[src/rtl/half_add_arbiter_pkg.sv]
// Shared half-precision types and arbiter FSM state encoding.
package half_pkg;

    localparam int unsigned HALF_W    = 16;
    localparam logic [15:0] HALF_ZERO = 16'h0000;

    typedef struct packed {
        logic       sign;
        logic [4:0] expo;
        logic [9:0] mant;
    } half_t;

    typedef enum logic [1:0] {
        IDLE,
        ISSUE,
        WAIT,
        RESP
    } arb_state_e;

    // Exact +0 only; -0 (16'h8000) still goes to the adder.
    function automatic logic is_zero(input half_t h);
        return h == HALF_ZERO;
    endfunction

endpackage

[src/rtl/half_add_arbiter_if.sv]
// Client request/response and shared-adder signals for half_add_arbiter.
interface half_add_arbiter_if
    import half_pkg::*;
#(
    parameter int unsigned NUM_REQ = 4
);

    logic [NUM_REQ-1:0]        req_valid;
    logic [NUM_REQ*HALF_W-1:0] req_a;
    logic [NUM_REQ*HALF_W-1:0] req_b;
    logic [NUM_REQ-1:0]        req_ready;
    logic [NUM_REQ-1:0]        resp_valid;
    logic [HALF_W-1:0]         resp_sum;
    logic [NUM_REQ-1:0]        resp_ready;
    logic                      add_en;
    logic [HALF_W-1:0]         add_in1;
    logic [HALF_W-1:0]         add_in2;
    logic [HALF_W-1:0]         add_out;
    logic                      busy;

    // Clients plus the shared adder.
    modport master (
        output req_valid, req_a, req_b, resp_ready, add_out,
        input  req_ready, resp_valid, resp_sum, add_en, add_in1, add_in2, busy
    );

    // The arbiter.
    modport slave (
        input  req_valid, req_a, req_b, resp_ready, add_out,
        output req_ready, resp_valid, resp_sum, add_en, add_in1, add_in2, busy
    );

endinterface

[src/rtl/half_add_arbiter_rr_arbiter.sv]
// Combinational round-robin pick: first set request at or after ptr, wrapping.
module rr_arbiter #(
    parameter  int unsigned NUM_REQ = 4,
    localparam int unsigned IDX_W   = $clog2(NUM_REQ)
) (
    input  logic [NUM_REQ-1:0] req,
    input  logic [IDX_W-1:0]   ptr,
    output logic [NUM_REQ-1:0] grant,
    output logic [IDX_W-1:0]   idx
);

    logic        found;
    int unsigned j;

    always_comb begin
        grant = '0;
        idx   = '0;
        found = 1'b0;
        j     = 0;
        for (int unsigned i = 0; i < NUM_REQ; i++) begin
            j = (32'(ptr) + i) % NUM_REQ;
            if (!found && req[j]) begin
                found    = 1'b1;
                grant[j] = 1'b1;
                idx      = IDX_W'(j);
            end
        end
    end

endmodule

[src/rtl/half_add_arbiter.sv]
// Round-robin sharing of one fixed-latency half adder among NUM_REQ clients.
// Optional macro HALF_ADD_ARB_ZERO_BYPASS_EN: zero operands skip the adder.
module half_add_arbiter
    import half_pkg::*;
#(
    parameter int unsigned NUM_REQ = 4,
    parameter int unsigned ADD_LAT = 4
) (
    input logic               clk,
    input logic               nrst,
    half_add_arbiter_if.slave bus
);

    localparam int unsigned IDX_W = $clog2(NUM_REQ);
    localparam int unsigned CNT_W = $clog2(ADD_LAT + 1);

    arb_state_e         state_q, state_d;
    logic [IDX_W-1:0]   rr_ptr_q, rr_ptr_d;
    logic [IDX_W-1:0]   owner_q, owner_d;
    logic [CNT_W-1:0]   cnt_q, cnt_d;
    half_t              op_a_q, op_a_d;
    half_t              op_b_q, op_b_d;
    half_t              result_q, result_d;

    logic [NUM_REQ-1:0] grant;
    logic [IDX_W-1:0]   grant_idx;
    half_t              sel_a, sel_b;
    logic [NUM_REQ-1:0] req_ready;
    logic [NUM_REQ-1:0] resp_valid;
    logic               add_en;

    rr_arbiter #(.NUM_REQ(NUM_REQ)) u_rr (
        .req   (bus.req_valid),
        .ptr   (rr_ptr_q),
        .grant (grant),
        .idx   (grant_idx)
    );

    assign sel_a = bus.req_a[32'(grant_idx)*HALF_W +: HALF_W];
    assign sel_b = bus.req_b[32'(grant_idx)*HALF_W +: HALF_W];

    always_comb begin
        state_d    = state_q;
        rr_ptr_d   = rr_ptr_q;
        owner_d    = owner_q;
        cnt_d      = cnt_q;
        op_a_d     = op_a_q;
        op_b_d     = op_b_q;
        result_d   = result_q;
        req_ready  = '0;
        resp_valid = '0;
        add_en     = 1'b0;

        case (state_q)
            IDLE: begin
                if (|grant) begin
                    req_ready = grant;
                    owner_d   = grant_idx;
`ifdef HALF_ADD_ARB_ZERO_BYPASS_EN
                    if (is_zero(sel_a)) begin
                        result_d = sel_b;
                        state_d  = RESP;
                    end else if (is_zero(sel_b)) begin
                        result_d = sel_a;
                        state_d  = RESP;
                    end else
`endif
                    begin
                        op_a_d  = sel_a;
                        op_b_d  = sel_b;
                        state_d = ISSUE;
                    end
                end
            end
            ISSUE: begin
                add_en  = 1'b1;
                cnt_d   = CNT_W'(ADD_LAT - 1);
                state_d = WAIT;
            end
            WAIT: begin
                if (cnt_q == '0) begin
                    result_d = bus.add_out;
                    state_d  = RESP;
                end else begin
                    cnt_d = cnt_q - CNT_W'(1);
                end
            end
            RESP: begin
                resp_valid[owner_q] = 1'b1;
                if (bus.resp_ready[owner_q]) begin
                    state_d  = IDLE;
                    rr_ptr_d = (32'(owner_q) == NUM_REQ - 1) ? '0 : owner_q + IDX_W'(1);
                end
            end
            default: state_d = IDLE;
        endcase
    end

    always_ff @(posedge clk or negedge nrst) begin
        if (!nrst) begin
            state_q  <= IDLE;
            rr_ptr_q <= '0;
            owner_q  <= '0;
            cnt_q    <= '0;
            op_a_q   <= '0;
            op_b_q   <= '0;
            result_q <= '0;
        end else begin
            state_q  <= state_d;
            rr_ptr_q <= rr_ptr_d;
            owner_q  <= owner_d;
            cnt_q    <= cnt_d;
            op_a_q   <= op_a_d;
            op_b_q   <= op_b_d;
            result_q <= result_d;
        end
    end

    assign bus.req_ready  = req_ready;
    assign bus.resp_valid = resp_valid;
    assign bus.resp_sum   = result_q;
    assign bus.add_en     = add_en;
    assign bus.add_in1    = op_a_q;
    assign bus.add_in2    = op_b_q;
    assign bus.busy       = (state_q != IDLE);

endmodule

[src/flat_wrapper.sv]
// flat-port wrapper written by rule: the top's interface ports become plain ports
module half_add_arbiter_flat import half_pkg::*;
#(
    parameter int unsigned NUM_REQ = 4,
    parameter int unsigned ADD_LAT = 4
)
  (clk, nrst, bus_req_valid, bus_req_a, bus_req_b, bus_resp_ready, bus_add_out, bus_req_ready, bus_resp_valid, bus_resp_sum, bus_add_en, bus_add_in1, bus_add_in2, bus_busy);
  half_add_arbiter_if #(.NUM_REQ(NUM_REQ)) bus_i ();
  input logic clk;
  input logic nrst;
  input wire logic [$bits(bus_i.req_valid)-1:0] bus_req_valid;
  input wire logic [$bits(bus_i.req_a)-1:0] bus_req_a;
  input wire logic [$bits(bus_i.req_b)-1:0] bus_req_b;
  input wire logic [$bits(bus_i.resp_ready)-1:0] bus_resp_ready;
  input wire logic [$bits(bus_i.add_out)-1:0] bus_add_out;
  output wire logic [$bits(bus_i.req_ready)-1:0] bus_req_ready;
  output wire logic [$bits(bus_i.resp_valid)-1:0] bus_resp_valid;
  output wire logic [$bits(bus_i.resp_sum)-1:0] bus_resp_sum;
  output wire logic [$bits(bus_i.add_en)-1:0] bus_add_en;
  output wire logic [$bits(bus_i.add_in1)-1:0] bus_add_in1;
  output wire logic [$bits(bus_i.add_in2)-1:0] bus_add_in2;
  output wire logic [$bits(bus_i.busy)-1:0] bus_busy;
  assign bus_i.req_valid = bus_req_valid;
  assign bus_i.req_a = bus_req_a;
  assign bus_i.req_b = bus_req_b;
  assign bus_i.resp_ready = bus_resp_ready;
  assign bus_i.add_out = bus_add_out;
  assign bus_req_ready = bus_i.req_ready;
  assign bus_resp_valid = bus_i.resp_valid;
  assign bus_resp_sum = bus_i.resp_sum;
  assign bus_add_en = bus_i.add_en;
  assign bus_add_in1 = bus_i.add_in1;
  assign bus_add_in2 = bus_i.add_in2;
  assign bus_busy = bus_i.busy;
  half_add_arbiter #(.NUM_REQ(NUM_REQ), .ADD_LAT(ADD_LAT)) u_core (.clk(clk), .nrst(nrst), .bus(bus_i));
endmodule
[config.mk]
export PLATFORM = sky130hd
export DESIGN_NAME = half_add_arbiter_flat
export DESIGN_NICKNAME = d
export VERILOG_FILES = /design/src/rtl/half_add_arbiter_pkg.sv /design/src/rtl/half_add_arbiter_if.sv /design/src/rtl/half_add_arbiter_rr_arbiter.sv /design/src/rtl/half_add_arbiter.sv /design/src/flat_wrapper.sv
export SDC_FILE = /design/constraint.sdc
export NUM_CORES = 1
export LEC_CHECK = 0
export CAP_MARGIN = 20
export CORE_MARGIN = 5
export CORE_UTILIZATION = 40
export DETAILED_ROUTE_END_ITERATION = 8
export GPL_ROUTABILITY_DRIVEN = 0
export PLACE_DENSITY = 0.73
export SLEW_MARGIN = 20
export SYNTH_ARGS = -nofsm -noshare
export SYNTH_HDL_FRONTEND = slang
export SYNTH_SLANG_ARGS = --single-unit
[constraint.sdc]
create_clock -name clk -period 8.35 [get_ports clk]
set_input_delay 1.67 -clock clk [delete_from_list [all_inputs] [get_ports clk]]
set_output_delay 1.67 -clock clk [all_outputs]
set_load 0.1 [all_outputs]
==> flow_summary.ini <==
[layout]
layoutNonFillerInstCount = 1076
fillers = 1315
final_net_count = 1055
layout-drive-gt1-share_pct = 12.13
syn2layout_area_growth_pct = 40.63

[logic_synthesis]
synthesis.nets = 922
synth.yosys.warnings = 0
netlist_area_mm2 = 0.005928
synth-compound-area-share_pct = 32.46
ys_top_cells_by_count = sky130_fd_sc_hd__o21ai_0, sky130_fd_sc_hd__nand3_1, sky130_fd_sc_hd__clkbuf_1
synth_sequential_area_ratio_pct = 24.06
synth.lib_cells_used.distinct = 45
syn_area_per_cell_um2 = 7.883
synth_edf_count = 0
dominantRegCellSynth = sky130_fd_sc_hd__dfrtp_1
netlist_top_cells_area = sky130_fd_sc_hd__dfrtp_1, sky130_fd_sc_hd__o21ai_0, sky130_fd_sc_hd__mux2_2
ys_async_sr_fraction_pct = 100.0
synth.most_common_cell = sky130_fd_sc_hd__o21ai_0
synth_area_leader_cell = sky130_fd_sc_hd__dfrtp_1
synth_top_family_by_area = compound AO/OA/AOI/OAI gates
fraction_of_the_mapped_netlist_area_in_adder_cells_pct = 3.377
synth.area.mux_share_pct = 13.57
synth_xor_xnor_area_share_pct = 0
synth_top_area_share_pct = 24.06
synthSimpleGateAreaFrac_pct = 18.70
netlist_instances = 752
postSynthRegisterBits = 57

[clocking]
cts_tree = done
tritoncts_num_sinks = 57
worst_setup_hold_path_clk_slew_ns = 0.06
clk_latency_ns = 0.34
cts.hold.buffers_added = 0
post_cts_resize_count = 0
ctsRootBufferMaster = sky130_fd_sc_hd__clkbuf_16
cts-buffers-inserted = 9
h-tree-depth = 3
clock_tree.buffer_depth = 2
cts_post_setup_buffers_inserted = 0

[worst_setup_path]
regToRegStartpoint = u_core.rr_ptr_q[0]
critical-path-max-stage-delay_ns = 1.16
type_of_element_capturing_the_critical_path = output port
critPathArrivalTime_ns = 5.13
worst-path-buf-inv = 3
crit_path_cell_trace = clkdlybuf4s50_1 > mux4_2 > buf_4 > nand2b_1 > nand2_1 > a21oi_1 > clkdlybuf4s50_1
crit_family = buffers and inverters
path_class = in2out
critPathMaxFanout = 46
critPathMostFrequentCell = sky130_fd_sc_hd__clkdlybuf4s50_1
cp_slowest_cell = sky130_fd_sc_hd__clkdlybuf4s50_1
r2r_slack_ns = 3.98
data_required_time_of_the_worst_path_ns = 6.68
setup.worst_path.start_class = primary input
reg2regPathDepth = 8
critical_path.reg2reg.endpoint = u_core.bus.add_in1[3]

[timing]
timing.final.hold_violations = 0
final.setup_skew_ns = 0.008307
slew_headroom_pct = 29.61
setup_slack_ns = 1.547
worst-slew-pin-transition_ns = 1.053
finalMaxSlewViolations = 0
rsz0062_at_grt = no
minimum_clock_period_ns = 6.803
finalHoldWorstSlack_ns = 0.4811
endpoints_failing_setup = 0
maxClockFrequency_mhz = 147.0
timing.setup.tns_ns = 0
final.period_utilization_pct = 81.48

[die]
dieWidth_um = 131.7
core_mm2 = 0.01453
chipHeight_um = 131.7
initial_utilization_pct = 40.79
area_of_the_die_mm2 = 0.01736
rows = 44
floorplan.io_pins = 212

[global_route]
number_of_antenna_violations_at_the_first_check_in_global_routing = 2
grt_start_max_net_pins = 100
grt.total_usage_pct = 25.38
first_pass_grt_wire_length_um = 36930
globalRoute.totalOverflow = 0
number_of_global_route_vias_before_repair = 6770

[min_path]
timing.hold.worst.class = reg2reg
min-delay-start = u_core.cnt_q[0]
min_path_cells = 1
min_to = u_core.cnt_q[0]

[detailed_routing]
detail_route.vias_per_cell = 6.751
wl_um = 23400
detail_route.drc_violations = 0
via_count = 7264
wl_per_cell_um = 21.75
ant_nets = 0
drt_first_pass_iters = 6
detail_route.iter0.violations = 1331

[place]
placed_cells = 1058
place_ws_ns = 1.637
place.port_buffers = 211
dp.final_hpwl_um = 14440

[flow_run]
drv.max_cap_violation_count = 0

[run_status]
status = complete, no violations

[power_and_ir_drop]
power_density_mw_per_mm2 = 506.0
vdd_ir_drop_max_uv = 207.6
cellLeakagePower_nw = 2.948
-- cell usage in the layout, fill, tap and decap left out, types with 6 or more instances in the layout --
master and count:
sky130_fd_sc_hd__inv_1 9, sky130_fd_sc_hd__buf_4 17, sky130_fd_sc_hd__o21ai_0 124, sky130_fd_sc_hd__a32oi_1 32, sky130_fd_sc_hd__ha_1 16, sky130_fd_sc_hd__clkdlybuf4s50_1 210, sky130_fd_sc_hd__nand3_1 96, sky130_fd_sc_hd__o21ai_1 10
sky130_fd_sc_hd__nor4_1 64, sky130_fd_sc_hd__clkbuf_16 9, sky130_fd_sc_hd__mux2_2 55, sky130_fd_sc_hd__dfrtp_1 56, sky130_fd_sc_hd__a32o_1 32, sky130_fd_sc_hd__nand2_1 15, sky130_fd_sc_hd__nand2b_1 6, sky130_fd_sc_hd__a31oi_1 66
sky130_fd_sc_hd__mux2i_1 8
-- worst reg2reg max path, cell delays in order, from the launching register on --
cell and delay (ns):
sky130_fd_sc_hd__dfrtp_2 1.04, sky130_fd_sc_hd__mux4_2 0.87, sky130_fd_sc_hd__buf_4 0.39, sky130_fd_sc_hd__nand2b_2 0.65
sky130_fd_sc_hd__buf_4 0.44, sky130_fd_sc_hd__a31oi_1 0.20, sky130_fd_sc_hd__o21ai_0 0.11, sky130_fd_sc_hd__a32o_1 0.30
sky130_fd_sc_hd__mux2_2 0.25
-- through the flow --
stage	util (%)	cell area [µm²]	power, W
3_5_place_dp	55.11	8010	0.003771
2_1_floorplan	-	5928	0.003020
5_1_grt	57.36	8337	0.004448
4_1_cts	57.33	8332	0.004201
3_3_place_gp	55.11	8010	0.003754
6_report	57.36	8337	0.004219
-- cells by family (layout without fill, tap and decap cells) --
kind of cell               Yosys count  after routing
and+or+nand+nor                    203            203
other                                0              2
muxes                               68             68
AOI/OAI and AO/OA                  292            292
DFF                                 57             57
adders and majority gates           16             16
buffers and inverters              116            254
-- report_power, final --
group          internal (W)  switching (W)  total (W)
registers          0.000423       0.000126   0.000549
logic               0.00105        0.00220    0.00325
clock network      0.000269       0.000150   0.000420
-- registers in the layout, indices dropped and copies added, names as in the netlist --
name                 count
u_core.bus.add_in1      16
u_core.bus.add_in2      16
u_core.bus.resp_sum     16
u_core.cnt_q             3
u_core.owner_q           2
u_core.rr_ptr_q          2
u_core.state_q           2
-- layer usage --
metal	track usage [%]	share of wire [%]	up-vias	routed length (µm)
li1	-	-	3275	-
met2	39.31	47	489	10990
met4	11.20	3.1	0	719
met5	0	0	-	0
met3	4.695	9.1	58	2120
met1	34.57	41	3442	9577
-- area by class of cell --
cell class / instances / area, µm² / share of cell area [%]
diodes: 2 / 5.005 / 0.06003
clock buffers: 11 / 242.7 / 2.912
clock inverters: 5 / 78.83 / 0.9455
inverters: 10 / 37.54 / 0.4502
multi-input cells: 579 / 4080 / 48.94
flip-flops and latches: 57 / 1428 / 17.12
well taps: 184 / 230.2 / 2.762
repair buffers: 228 / 2235 / 26.80
-- worst max-delay path by stage --
stage	from	to	depth (start not counted)
4_1_cts	bus_req_valid[1]	bus_req_ready[3]	7
3_5_place_dp	bus_req_valid[1]	bus_req_ready[3]	7
6_report	bus_req_valid[1]	bus_req_ready[3]	7
5_1_grt	bus_req_valid[0]	bus_req_ready[3]	7
3_3_place_gp	bus_req_valid[0]	bus_req_ready[3]	7
2_1_floorplan	bus_req_valid[2]	bus_req_ready[3]	6
No activity file was read; power rests on OpenSTA's default activity.
